## src/rtl/param_seq_divider_if.sv

```systemverilog
// Handshake bus for param_seq_divider: operand channel in, result channel out.
interface param_seq_divider_if #(
    parameter int unsigned WIDTH = 8
);
    logic                 in_valid;
    logic                 in_ready;
    logic [2*WIDTH-1:0]   dividend;
    logic [WIDTH-1:0]     divisor;
    logic                 out_valid;
    logic                 out_ready;
    logic [WIDTH-1:0]     quotient;
    logic [WIDTH-1:0]     remainder;
    logic                 ovf;
    logic                 dbz;

    // Producer of operands / consumer of results
    modport master (
        output in_valid, dividend, divisor, out_ready,
        input  in_ready, out_valid, quotient, remainder, ovf, dbz
    );

    // The divider itself
    modport slave (
        input  in_valid, dividend, divisor, out_ready,
        output in_ready, out_valid, quotient, remainder, ovf, dbz
    );
endinterface

```

## src/rtl/param_seq_divider.sv

```systemverilog
// Sequential unsigned restoring divider: 2*WIDTH-bit dividend / WIDTH-bit divisor,
// one quotient bit per clock, with overflow and divide-by-zero short-cuts.
module param_seq_divider #(
    parameter int unsigned WIDTH = 8
) (
    input  logic                clk,
    input  logic                rst,
    param_seq_divider_if.slave  bus
);
    localparam int unsigned CW = $clog2(WIDTH + 1);

    typedef enum logic [1:0] {
        IDLE = 2'd0,
        CALC = 2'd1,
        DONE = 2'd2
    } state_t;

    state_t             state;
    state_t             state_nx;

    logic [WIDTH-1:0]   d;          // captured divisor
    logic [WIDTH-1:0]   r;          // partial remainder
    logic [WIDTH-1:0]   q;          // shifting dividend low half / quotient bits
    logic [CW-1:0]      cnt;

    logic [WIDTH-1:0]   q_out;
    logic [WIDTH-1:0]   r_out;
    logic               ovf_out;
    logic               dbz_out;

    logic               in_ready_c;
    logic               out_valid_c;
    logic               accept;
    logic               exc_dbz;
    logic               exc_ovf;
    logic               last_iter;

    logic [WIDTH:0]     t;
    logic [WIDTH:0]     t_sub;
    logic               ge;
    logic [WIDTH-1:0]   r_step;
    logic [WIDTH-1:0]   q_step;

    // One restoring step: shift in next dividend bit, subtract divisor if it fits
    always_comb begin
        t      = {r, q[WIDTH-1]};
        t_sub  = t - {1'b0, d};
        ge     = (t >= {1'b0, d});
        r_step = ge ? t_sub[WIDTH-1:0] : t[WIDTH-1:0];
        q_step = {q[WIDTH-2:0], ge};
    end

    // Next-state and handshake outputs
    always_comb begin
        state_nx    = state;
        in_ready_c  = 1'b0;
        out_valid_c = 1'b0;
        accept      = 1'b0;
        exc_dbz     = (bus.divisor == '0);
        exc_ovf     = (bus.dividend[2*WIDTH-1:WIDTH] >= bus.divisor);
        last_iter   = (cnt == CW'(WIDTH - 1));
        case (state)
            IDLE: begin
                in_ready_c = 1'b1;
                if (bus.in_valid) begin
                    accept   = 1'b1;
                    state_nx = (exc_dbz || exc_ovf) ? DONE : CALC;
                end
            end
            CALC: begin
                if (last_iter) begin
                    state_nx = DONE;
                end
            end
            DONE: begin
                out_valid_c = 1'b1;
                if (bus.out_ready) begin
                    state_nx = IDLE;
                end
            end
            default: state_nx = IDLE;
        endcase
    end

    // State register
    always_ff @(posedge clk) begin
        if (rst) begin
            state <= IDLE;
        end else begin
            state <= state_nx;
        end
    end

    // Operand capture, iteration and result registers; results only change
    // when a new result is produced so they stay put through DONE and IDLE.
    always_ff @(posedge clk) begin
        if (rst) begin
            d       <= '0;
            r       <= '0;
            q       <= '0;
            cnt     <= '0;
            q_out   <= '0;
            r_out   <= '0;
            ovf_out <= 1'b0;
            dbz_out <= 1'b0;
        end else if (accept) begin
            d   <= bus.divisor;
            r   <= bus.dividend[2*WIDTH-1:WIDTH];
            q   <= bus.dividend[WIDTH-1:0];
            cnt <= '0;
            if (exc_dbz) begin
                q_out   <= '1;
                r_out   <= bus.dividend[WIDTH-1:0];
                ovf_out <= 1'b0;
                dbz_out <= 1'b1;
            end else if (exc_ovf) begin
                q_out   <= '1;
                r_out   <= '0;
                ovf_out <= 1'b1;
                dbz_out <= 1'b0;
            end
        end else if (state == CALC) begin
            r   <= r_step;
            q   <= q_step;
            cnt <= cnt + CW'(1);
            if (last_iter) begin
                q_out   <= q_step;
                r_out   <= r_step;
                ovf_out <= 1'b0;
                dbz_out <= 1'b0;
            end
        end
    end

    assign bus.in_ready  = in_ready_c;
    assign bus.out_valid = out_valid_c;
    assign bus.quotient  = q_out;
    assign bus.remainder = r_out;
    assign bus.ovf       = ovf_out;
    assign bus.dbz       = dbz_out;
endmodule

```

## src/flat_wrapper.sv

```systemverilog
// flat-port wrapper written by rule: the top's interface ports become plain ports
module param_seq_divider_flat 
#(
    parameter int unsigned WIDTH = 8
)
  (clk, rst, bus_in_valid, bus_dividend, bus_divisor, bus_out_ready, bus_in_ready, bus_out_valid, bus_quotient, bus_remainder, bus_ovf, bus_dbz);
  param_seq_divider_if #(.WIDTH(WIDTH)) bus_i ();
  input  logic clk;
  input  logic rst;
  input wire logic [$bits(bus_i.in_valid)-1:0] bus_in_valid;
  input wire logic [$bits(bus_i.dividend)-1:0] bus_dividend;
  input wire logic [$bits(bus_i.divisor)-1:0] bus_divisor;
  input wire logic [$bits(bus_i.out_ready)-1:0] bus_out_ready;
  output wire logic [$bits(bus_i.in_ready)-1:0] bus_in_ready;
  output wire logic [$bits(bus_i.out_valid)-1:0] bus_out_valid;
  output wire logic [$bits(bus_i.quotient)-1:0] bus_quotient;
  output wire logic [$bits(bus_i.remainder)-1:0] bus_remainder;
  output wire logic [$bits(bus_i.ovf)-1:0] bus_ovf;
  output wire logic [$bits(bus_i.dbz)-1:0] bus_dbz;
  assign bus_i.in_valid = bus_in_valid;
  assign bus_i.dividend = bus_dividend;
  assign bus_i.divisor = bus_divisor;
  assign bus_i.out_ready = bus_out_ready;
  assign bus_in_ready = bus_i.in_ready;
  assign bus_out_valid = bus_i.out_valid;
  assign bus_quotient = bus_i.quotient;
  assign bus_remainder = bus_i.remainder;
  assign bus_ovf = bus_i.ovf;
  assign bus_dbz = bus_i.dbz;
  param_seq_divider #(.WIDTH(WIDTH)) u_core (.clk(clk), .rst(rst), .bus(bus_i));
endmodule
```

## config.mk

```make
export PLATFORM = sky130hd
export DESIGN_NAME = param_seq_divider_flat
export DESIGN_NICKNAME = d
export VERILOG_FILES = /design/src/rtl/param_seq_divider_if.sv /design/src/rtl/param_seq_divider.sv /design/src/flat_wrapper.sv
export SDC_FILE = /design/constraint.sdc
export NUM_CORES = 1
export LEC_CHECK = 0
export CORE_ASPECT_RATIO = 1.4
export CORE_UTILIZATION = 35
export CTS_BUF_LIST = sky130_fd_sc_hd__clkbuf_4 sky130_fd_sc_hd__clkbuf_8 sky130_fd_sc_hd__clkbuf_16
export CTS_CLUSTER_SIZE = 20
export DETAILED_ROUTE_END_ITERATION = 12
export GPL_TIMING_DRIVEN = 0
export PLACE_DENSITY = 0.54
export SYNTH_ARGS = -nofsm -noshare
export SYNTH_HDL_FRONTEND = slang
export SYNTH_SLANG_ARGS = --single-unit
export TNS_END_PERCENT = 20
```

## constraint.sdc

```tcl
create_clock -name clk -period 2.45 [get_ports clk]
set_input_delay 0.245 -clock clk [delete_from_list [all_inputs] [get_ports clk]]
set_output_delay 0.245 -clock clk [all_outputs]
set_load 0.02 [all_outputs]
```

======== Word level (Yosys, flattened, before mapping) ========
Cells that the tools add are included.
operators by class
  equal/unequal tests ..................... 7
  reduce and logical (&&, ||, !) cells .... 8
  multiplexer cells ....................... 32
  $add $sub $neg .......................... 2
  $lt $le $gt $ge ......................... 2
operators by type and width
  kind                                            number
  two-way mux 8 bit                               15
  two-way mux 1 bit                               12
  greater-or-equal comparator 9 x 8 -> 1 bit      1
  greater-or-equal comparator 8 bit               1
  zero test 8 bit                                 1
  two-way mux 2 bit                               4
  subtractor 8 bit                                1
  case mux 2 bit (3 select lines)                 1
  AND reduction 3 bit                             2
  adder 4 x 1 -> 4 bit (second input constant)    1
  == test 4 x 3 -> 1 bit (second input constant)  1
  != test 2 bit (second input constant)           2
  nonzero test 2 bit                              2
  != test 3 bit (second input constant)           1
  == test 2 x 1 -> 1 bit (second input constant)  1
  == test 2 bit (second input constant)           1
  zero test 2 bit                                 1
  != test 2 x 1 -> 1 bit (second input constant)  1
  OR reduction 2 bit                              1
  logical OR 1 bit                                1
storage, ports and cells
  logic and storage cells ................. 60
  output and inout bits ................... 20
  bits in registers ....................... 48
  input bits .............................. 28

======== Longest topological paths before layout ========
Gate-level depths: netlist of the first run.
  word-level depth ........................ 5
  mapped depth ............................ 10
  mapped depth without buffers ............ 9

======== Least setup slack after synthesis of the first run ========
Ideal clock, no wire load.
  path type ............................... register to register
  from .................................... register u_core.d[1]
  to ...................................... register u_core.r_out[7], in the netlist u_core.bus.remainder[7]
  path buffers ............................ 1
  cell stages (with the launch flop) ...... 10
  data arrival time ....................... 2.090 ns
  path slack .............................. 0.272 ns
  clock period less this slack ............ 2.178 ns
  library setup time ...................... 0.088 ns
  required time ........................... 2.362 ns
  path through ............................ dfxtp_1 > inv_1 > ha_1 > nor2b_1 > o31a_1 > o31ai_4 > buf_4 > o2bb2ai_1 > o211ai_1 > a311oi_2
between the ends
  word-level cells in the longest chain between the ends .. 5
RTL lines
  what                                                                            RTL line                                          source
  start: declaration                                                              param_seq_divider.sv:21                           logic [WIDTH-1:0] d;
  start signal: assignment                                                        param_seq_divider.sv:107                          d <= bus.divisor;
  subtractor 8 bit or greater-or-equal comparator 9 x 8 -> 1 bit (tied branches)  param_seq_divider.sv:47, param_seq_divider.sv:48
  two-way mux 8 bit (*)                                                           param_seq_divider.sv:49                           r_step = ge ? t_sub[WIDTH-1:0] : t[WIDTH-1:0];
  two-way mux 8 bit (*)                                                           param_seq_divider.sv:126                          if (last_iter) begin
  two-way mux 8 bit (*)                                                           param_seq_divider.sv:122                          end else if (state == CALC) begin
  two-way mux 8 bit (*)                                                           param_seq_divider.sv:106                          end else if (accept) begin
  end signal: assignment                                                          param_seq_divider.sv:113                          r_out <= bus.dividend[WIDTH-1:0];
  end signal: assignment                                                          param_seq_divider.sv:128                          r_out <= r_step;
  end: declaration                                                                param_seq_divider.sv:27                           logic [WIDTH-1:0] r_out;
Every way passes the cells marked *; elsewhere a longest branch is shown, timed or not. The select of a mux whose other input is x is not followed.
A chain may end at the register's enable or synchronous reset.

======== Final worst setup path of the first run ========
  from .................................... register u_core.r[0]
  to ...................................... register u_core.r_out[7], in the netlist u_core.bus.remainder[7]
between the ends
  word-level cells in the longest chain between the ends .. 5
RTL lines
  what                                                                            RTL line                                          source
  start: declaration                                                              param_seq_divider.sv:22                           logic [WIDTH-1:0] r;
  start signal: assignment                                                        param_seq_divider.sv:108                          r <= bus.dividend[2*WIDTH-1:WIDTH];
  start signal: assignment                                                        param_seq_divider.sv:123                          r <= r_step;
  subtractor 8 bit or greater-or-equal comparator 9 x 8 -> 1 bit (tied branches)  param_seq_divider.sv:47, param_seq_divider.sv:48
  two-way mux 8 bit (*)                                                           param_seq_divider.sv:49
  two-way mux 8 bit (*)                                                           param_seq_divider.sv:126
  two-way mux 8 bit (*)                                                           param_seq_divider.sv:122
  two-way mux 8 bit (*)                                                           param_seq_divider.sv:106
Marks and branches as above.

==> run metrics, run 1 <==
initial antenna violation count=0; Worst Hold Class=primary input to flip-flop; Gate Count Post-Synth=335; routability congestion estimate=slightly above 0.8; Post-synth EDFFs=0; die area=between 8000 and 9000 sq um; Rel. slew slack=slightly below 50%; synthesized area per cell=between 8 and 9 sq um; CP max stage delay=about 400 ps; GRT Overall Usage=19.8%; Starting Density=a little over a third; hold_sp=rst; sequential area share after synthesis=about 35%; Area Overhead vs Synth=28.6%; Hold Violations, Final=0; clk root buf=clkbuf_8; drt wl/cell=approximately 16 microns; Setup violations, final=0; Slew @ Worst Pin=between 700 and 800 ps; Combinational Power Share=48.5%; peak supply drop=between 0.3 and 0.4 mV; Internal Power=about 1.7 mW; Power, Total=~2.9 mW; nets@finish=440; Sequential Power Share=between 30% and 40%; share of cells above drive strength 1=between 10 and 15%; status=finished, final reports clean; # diodes=0; pin count of the biggest net entering global routing=16; utilization after layout=around 46%; IO buf count=46; Worst-Skew Late Latency=300 ps; max frequency=about 420 MHz; die width=~77 microns; clock buffer depth=2; critical path type=flip-flop to flip-flop; vias in the first global route=~2500; Yosys reg bits=48; Worst Path Required=approximately 2600 ps; Critical path origin=u_core.r[0]; CP max-delay cell=dfxtp_1; Clk pwr share=between 10% and 20%; ys flop type=dfxtp_1; Max-Cap Viols=0; DR iter-0 viols=between 90 and 100; power per cell area=about 800 nW/um^2; CTS clk-pin slew, worst paths=100 ps; cell area after layout=3570 sq um; fraction of registers with async set/reset=0%; DRT antenna net count=0; most common cell in the synthesized netlist=dfxtp_1; Final Non-Filler Cells=495; Post-DP Area=3360 sq um; first-pass GRT wire length=between 10 and 15 mm; Max Slew Vio Count=0; Num Clock Sinks=48; Synthesized Nets=roughly 380; Static Leak=around 1.4 nW; P_sw=~1.1 mW; first-pass detailed-route iteration total=4; Setup WS pre-CTS=-296 ps; Tmin final=roughly 2400 ps; crit path capture type=flip-flop; crit-path cells=ha_4 > nor2b_2 > o31a_1 > o31ai_4 > buf_6 > nand2_1 > o211ai_1 > a311oi_2; cts hold-fix bufs=0; most frequent cells after synthesis=dfxtp_1 (48), nand2_1 (33), nor3_1 (30), a21oi_1 (27), nor2_1 (21); Die Ht=roughly 110 microns; CORE AREA=between 7000 and 8000 sq um; Vias/cell=5.37; GRT Residual Overflow=0; mapped cell area=around 2800 sq um; Tcrit/Tclk final=~97%; htree depth=2; dominant cells by area after synthesis=dfxtp_1 (35%), ha_1 (7.7%), nor3_1 (5.4%), a21oi_1 (4.9%), nand2_1 (4.5%); detailed-route DRC error count=0; top cell type's share of synthesized area=about 35%; Switching Share=39.8%; maximum fanout along the worst path=7; Setup Total Neg Slack=0 ps; routed vias=around 2700; Cells after DPL=481; CTS tree=done; post-DP HPWL=between 6 and 7 mm; cell taking the most area after synthesis=dfxtp_1; clock skew=about 6.4 ps; WL final=between 8 and 9 mm; worst hold slack=roughly 460 ps; CP Data Arrival Time=around 2600 ps; synth warn=0; CTS buffer count=5; Rows=38; IO Pins=48; CP Launch Type=flip-flop; Final WS setup=roughly 79 ps; FILL cells=roughly 800; post-synthesis cell type count=between 50 and 60; Crit Reg-Reg Startpoint=u_core.r[0]
## logic make-up after synthesis
group | share of synthesized area [%]
buffers and inverters | 6.04
multiplexers | 0.361
AO/OA/AOI/OAI | 26.8
flip-flops | 34.6
AND/OR/NAND/NOR | 22.5
adder cells (fa/ha/maj) | 8.39
XOR/XNOR | 1.26
## layout make-up
cell class / count / area (sq um) / area share (%)
inverter: 17 / 63.8 / 1.79
buffer: 20 / 109 / 3.05
multi-input combinational: 250 / 1700 / 47.7
sequential: 48 / 965 / 27.1
tap: 100 / 125 / 3.51
clock buffer: 6 / 82.6 / 2.32
clock inverter: 2 / 13.8 / 0.386
timing repair buffer: 52 / 505 / 14.2
## power by group through the flow
| stage | Combinational [mW] | Clock, mW | Sequential (mW) |
|---|---|---|---|
| 6_report | 1.39 | 0.514 | 0.962 |
| 5_1_grt | 1.52 | 0.556 | 0.975 |
| 4_1_cts | 1.29 | 0.522 | 0.958 |
| 3_5_place_dp | 1.25 | 0 | 0.976 |
| 3_3_place_gp | 1.24 | 0 | 0.977 |
| 2_1_floorplan | 0.837 | 0 | 1.00 |
## metal layers
| layer | global-route usage (%) | share of wire, % | up-vias | routed length, microns |
|---|---|---|---|---|
| met5 | 0 | 0 | - | 0 |
| met4 | 8.22 | 2.9 | 0 | 232 |
| met3 | 2.63 | 3.4 | 13 | 275 |
| met2 | 34.1 | 49 | 51 | 3950 |
| met1 | 24.7 | 45 | 1260 | 3580 |
| li1 | - | - | 1334 | - |
## registers in the layout (all words and copies together) (netlist names)
signal	cells
u_core.bus.dbz	1
u_core.q	8
u_core.bus.ovf	1
u_core.r	8
u_core.d	8
u_core.bus.quotient	8
u_core.cnt	4
u_core.bus.remainder	8
u_core.state	2
## timing repair
item	4_1_cts	5_1_grt
gates resized for setup	9	14
gates cloned	0	1
endpoints found under the setup margin	16	19
pin swaps	1	9
hold endpoints to repair	0	0
setup buffers	0	5
## worst max-delay path: cells and delay by family, from the launching register on
kind	cells	cell delay (ps)
buf+inv	1	180
compound gates	4	1190
flops	1	410
fa+ha+maj	1	230
simple gates	2	230
## final timing paths
check	end	slack (ps)	depth (start not counted)
worst max-delay path	u_core.bus.remainder[7]	80	8
worst min-delay path	u_core.r[4]	460	2
worst max register to register	u_core.bus.remainder[7]	80	8
worst min register to register	u_core.d[6]	460	2
## cells in the final DEF (no fill, tap or decap), drive strengths merged, types with 11 or more instances in the layout
cell and instances:
clkbuf 19, a21oi 27, dfxtp 48, o21ai 19, buf 13, nand3 11, nand2 33, clkdlybuf4s50 46
nor3 31, ha 17, a211oi 12, nor2 21, inv 18
Note: power is estimated with default switching activity, not from simulation.
==> run 2, diff against run 1 <==
- DONT_BUFFER_PORTS: unset -> 1
- PLACE_DENSITY: 0.54 -> 0.46
==> run metrics, run 2 (synthesized netlist as in run 1, its figures left out) <==
status=finished, final reports clean; post-DP HPWL=6.35 mm (+1.1%); peak supply drop=0.349 mV (-12%); CORE AREA=7700 sq um (unchanged); initial antenna violation count=0 (unchanged); IO Pins=48 (unchanged); clock buffer depth=2 (unchanged); Switching Share=38.7% (-1.2 points); Die Ht=107 microns (unchanged); detailed-route DRC error count=0 (unchanged); Sequential Power Share=36.0% (+2.5 points); routed vias=2445 (-8.0%); maximum fanout along the worst path=10 (+3); Num Clock Sinks=48 (unchanged); Worst-Skew Late Latency=300 ps (about the same); Area Overhead vs Synth=11.1%; clock skew=6.48 ps (+0.0690 ps); Setup Total Neg Slack=0 ps (unchanged); first-pass GRT wire length=13.2 mm (+4.1%); worst hold slack=69.7 ps (-392 ps); r2r setup slk=130 ps (+50 ps); Combinational Power Share=41.3% (-7.2 points); Vias/cell=5.47 (+1.9%); htree depth=2 (unchanged); Slew @ Worst Pin=605 ps (-169 ps); Worst Hold Class=primary input to flip-flop; Internal Power=1.72 mW (-0.22%); Clk pwr share=22.7% (+4.8 points); pin count of the biggest net entering global routing=15 (-1); Hold Path Cell Cnt=2 (unchanged); Rows=38 (unchanged); CTS tree=done; cell area after layout=3080 sq um (-14%); crit path capture type=flip-flop; WL final=8.16 mm (+1.4%); cts hold-fix bufs=0 (unchanged); GRT Overall Usage=20.7% (+0.91 points); highest-count cells in the layout ignoring fill and taps=dfxtp_1 (47), nand2_1 (33), nor3_1 (30), a21oi_1 (27), nor2_1 (19); Hold Violations, Final=0 (unchanged); unrepaired setup endpoints after global routing=true; Rel. slew slack=59.7% (+11 points); vias in the first global route=2525 (-0.94%); crit-path cells=inv_1 > ha_1 > nor2b_1 > o31a_1 > o31ai_4 > buf_4 > o2bb2ai_1 > o211ai_1 > a311oi_2; routability congestion estimate=0.801 (-2.8%); CTS buffer count=5 (unchanged); Post-DP Area=2900 sq um (-14%); first-pass detailed-route iteration total=4 (unchanged); power per cell area=911 nW/um^2 (+13%); clk root buf=clkbuf_8; die area=8290 sq um (unchanged); drt wl/cell=18.2 microns (+12%); Starting Density=36.0% (unchanged); Final WS setup=126 ps (+47.7 ps); max frequency=430 MHz (+2.1%); CP Data Arrival Time=2540 ps (about the same); Max-Cap Viols=0 (unchanged); nets@finish=392 (-11%); # diodes=0 (unchanged); DRT antenna net count=0 (unchanged); share of cells above drive strength 1=10.4% (-1.0 points); Setup violations, final=0 (unchanged); die width=77.2 microns (unchanged); Setup WS pre-CTS=-283 ps (+12.8 ps); Worst Path Required=2670 ps (+40 ps); Static Leak=1.18 nW (-13%); worst r2r path cells=9 (+1); CP max stage delay=380 ps (-30 ps); critical path type=flip-flop to flip-flop; Tmin final=2320 ps (-47.7 ps); P_sw=1.09 mW (-5.0%); CP max-delay cell=dfxtp_2; most common cell after layout, fill and taps aside=dfxtp_1; IO buf count=0 (-100%); Max Slew Vio Count=0 (unchanged); CTS clk-pin slew, worst paths=90 ps (about the same); GRT Residual Overflow=0 (unchanged); DR iter-0 viols=173 (+75%); Tcrit/Tclk final=94.8% (-1.9 points); CP Launch Type=flip-flop
[run 2: cell count changes in the layout (fill, tap and decap cells not counted), sizes merged]
| cell | change |
|---|---|
| clkbuf | +2 |
| bufinv | +1 |
| inv | -1 |
| clkinv | -1 |
| buf | -3 |
| clkdlybuf4s50 | -46 |
[run 2: area by class of cell]
class / count / area [sq um]
inverter: 17 / 63.8
timing repair buffer: 4 / 30.0
multi-input combinational: 250 / 1670
sequential: 48 / 962
tap: 100 / 125
fill: 819 / 4620
clock buffer: 7 / 96.3
clock inverter: 1 / 30.0
buffer: 20 / 108
[run 2: metal layers]
metal  routed length [microns]  track usage (%)  vias to the layer above
li1                          -                -                     1240
met1                      3340             22.6                     1148
met2                      4280             38.4                       44
met3                       364             4.83                       13
met4                       175             7.82                        0
met5                         0                0                        -
[run 2: final timing paths]
path / from / end
setup / recovery: u_core.d[1] / u_core.bus.remainder[7]
hold reg to reg: u_core.d[7] / u_core.d[7]
hold / removal: bus_divisor[1] / u_core.d[1]
setup reg to reg: u_core.d[1] / u_core.bus.remainder[7]
[run 2: repair_timing]
action / CTS / global route
endpoints found under the setup margin: 16 / 15
buffers inserted: 1 / 3
resized for setup: 4 / 8
pin swaps: 1 / 5
endpoints found under the hold margin: 0 / 0
[run 2: stage by stage]
stage          std cells  total power [mW]  utilization, %
3_3_place_gp         435              2.10            37.6
2_1_floorplan        335              1.84               -
5_1_grt              447              3.00            40.0
6_report             447              2.81            40.0
3_5_place_dp         435              2.10            37.6
4_1_cts              444              2.77            39.5
[run 2: power by group through the flow]
stage | sequential (mW) | combinational [mW] | clock, mW
2_1_floorplan | 1.00 | 0.837 | 0
3_3_place_gp | 1.03 | 1.07 | 0
3_5_place_dp | 1.03 | 1.08 | 0
4_1_cts | 1.01 | 1.11 | 0.654
5_1_grt | 1.02 | 1.29 | 0.678
6_report | 1.01 | 1.16 | 0.637
[run 2: worst max-delay path, delay by kind of cell (launching register included)]
kind	cells	cell delay [ps]
flip-flops	1	380
adder cells (fa/ha/maj)	1	270
AO/OA/AOI/OAI	5	1170
AND/OR/NAND/NOR	1	150
buffers and inverters	2	270
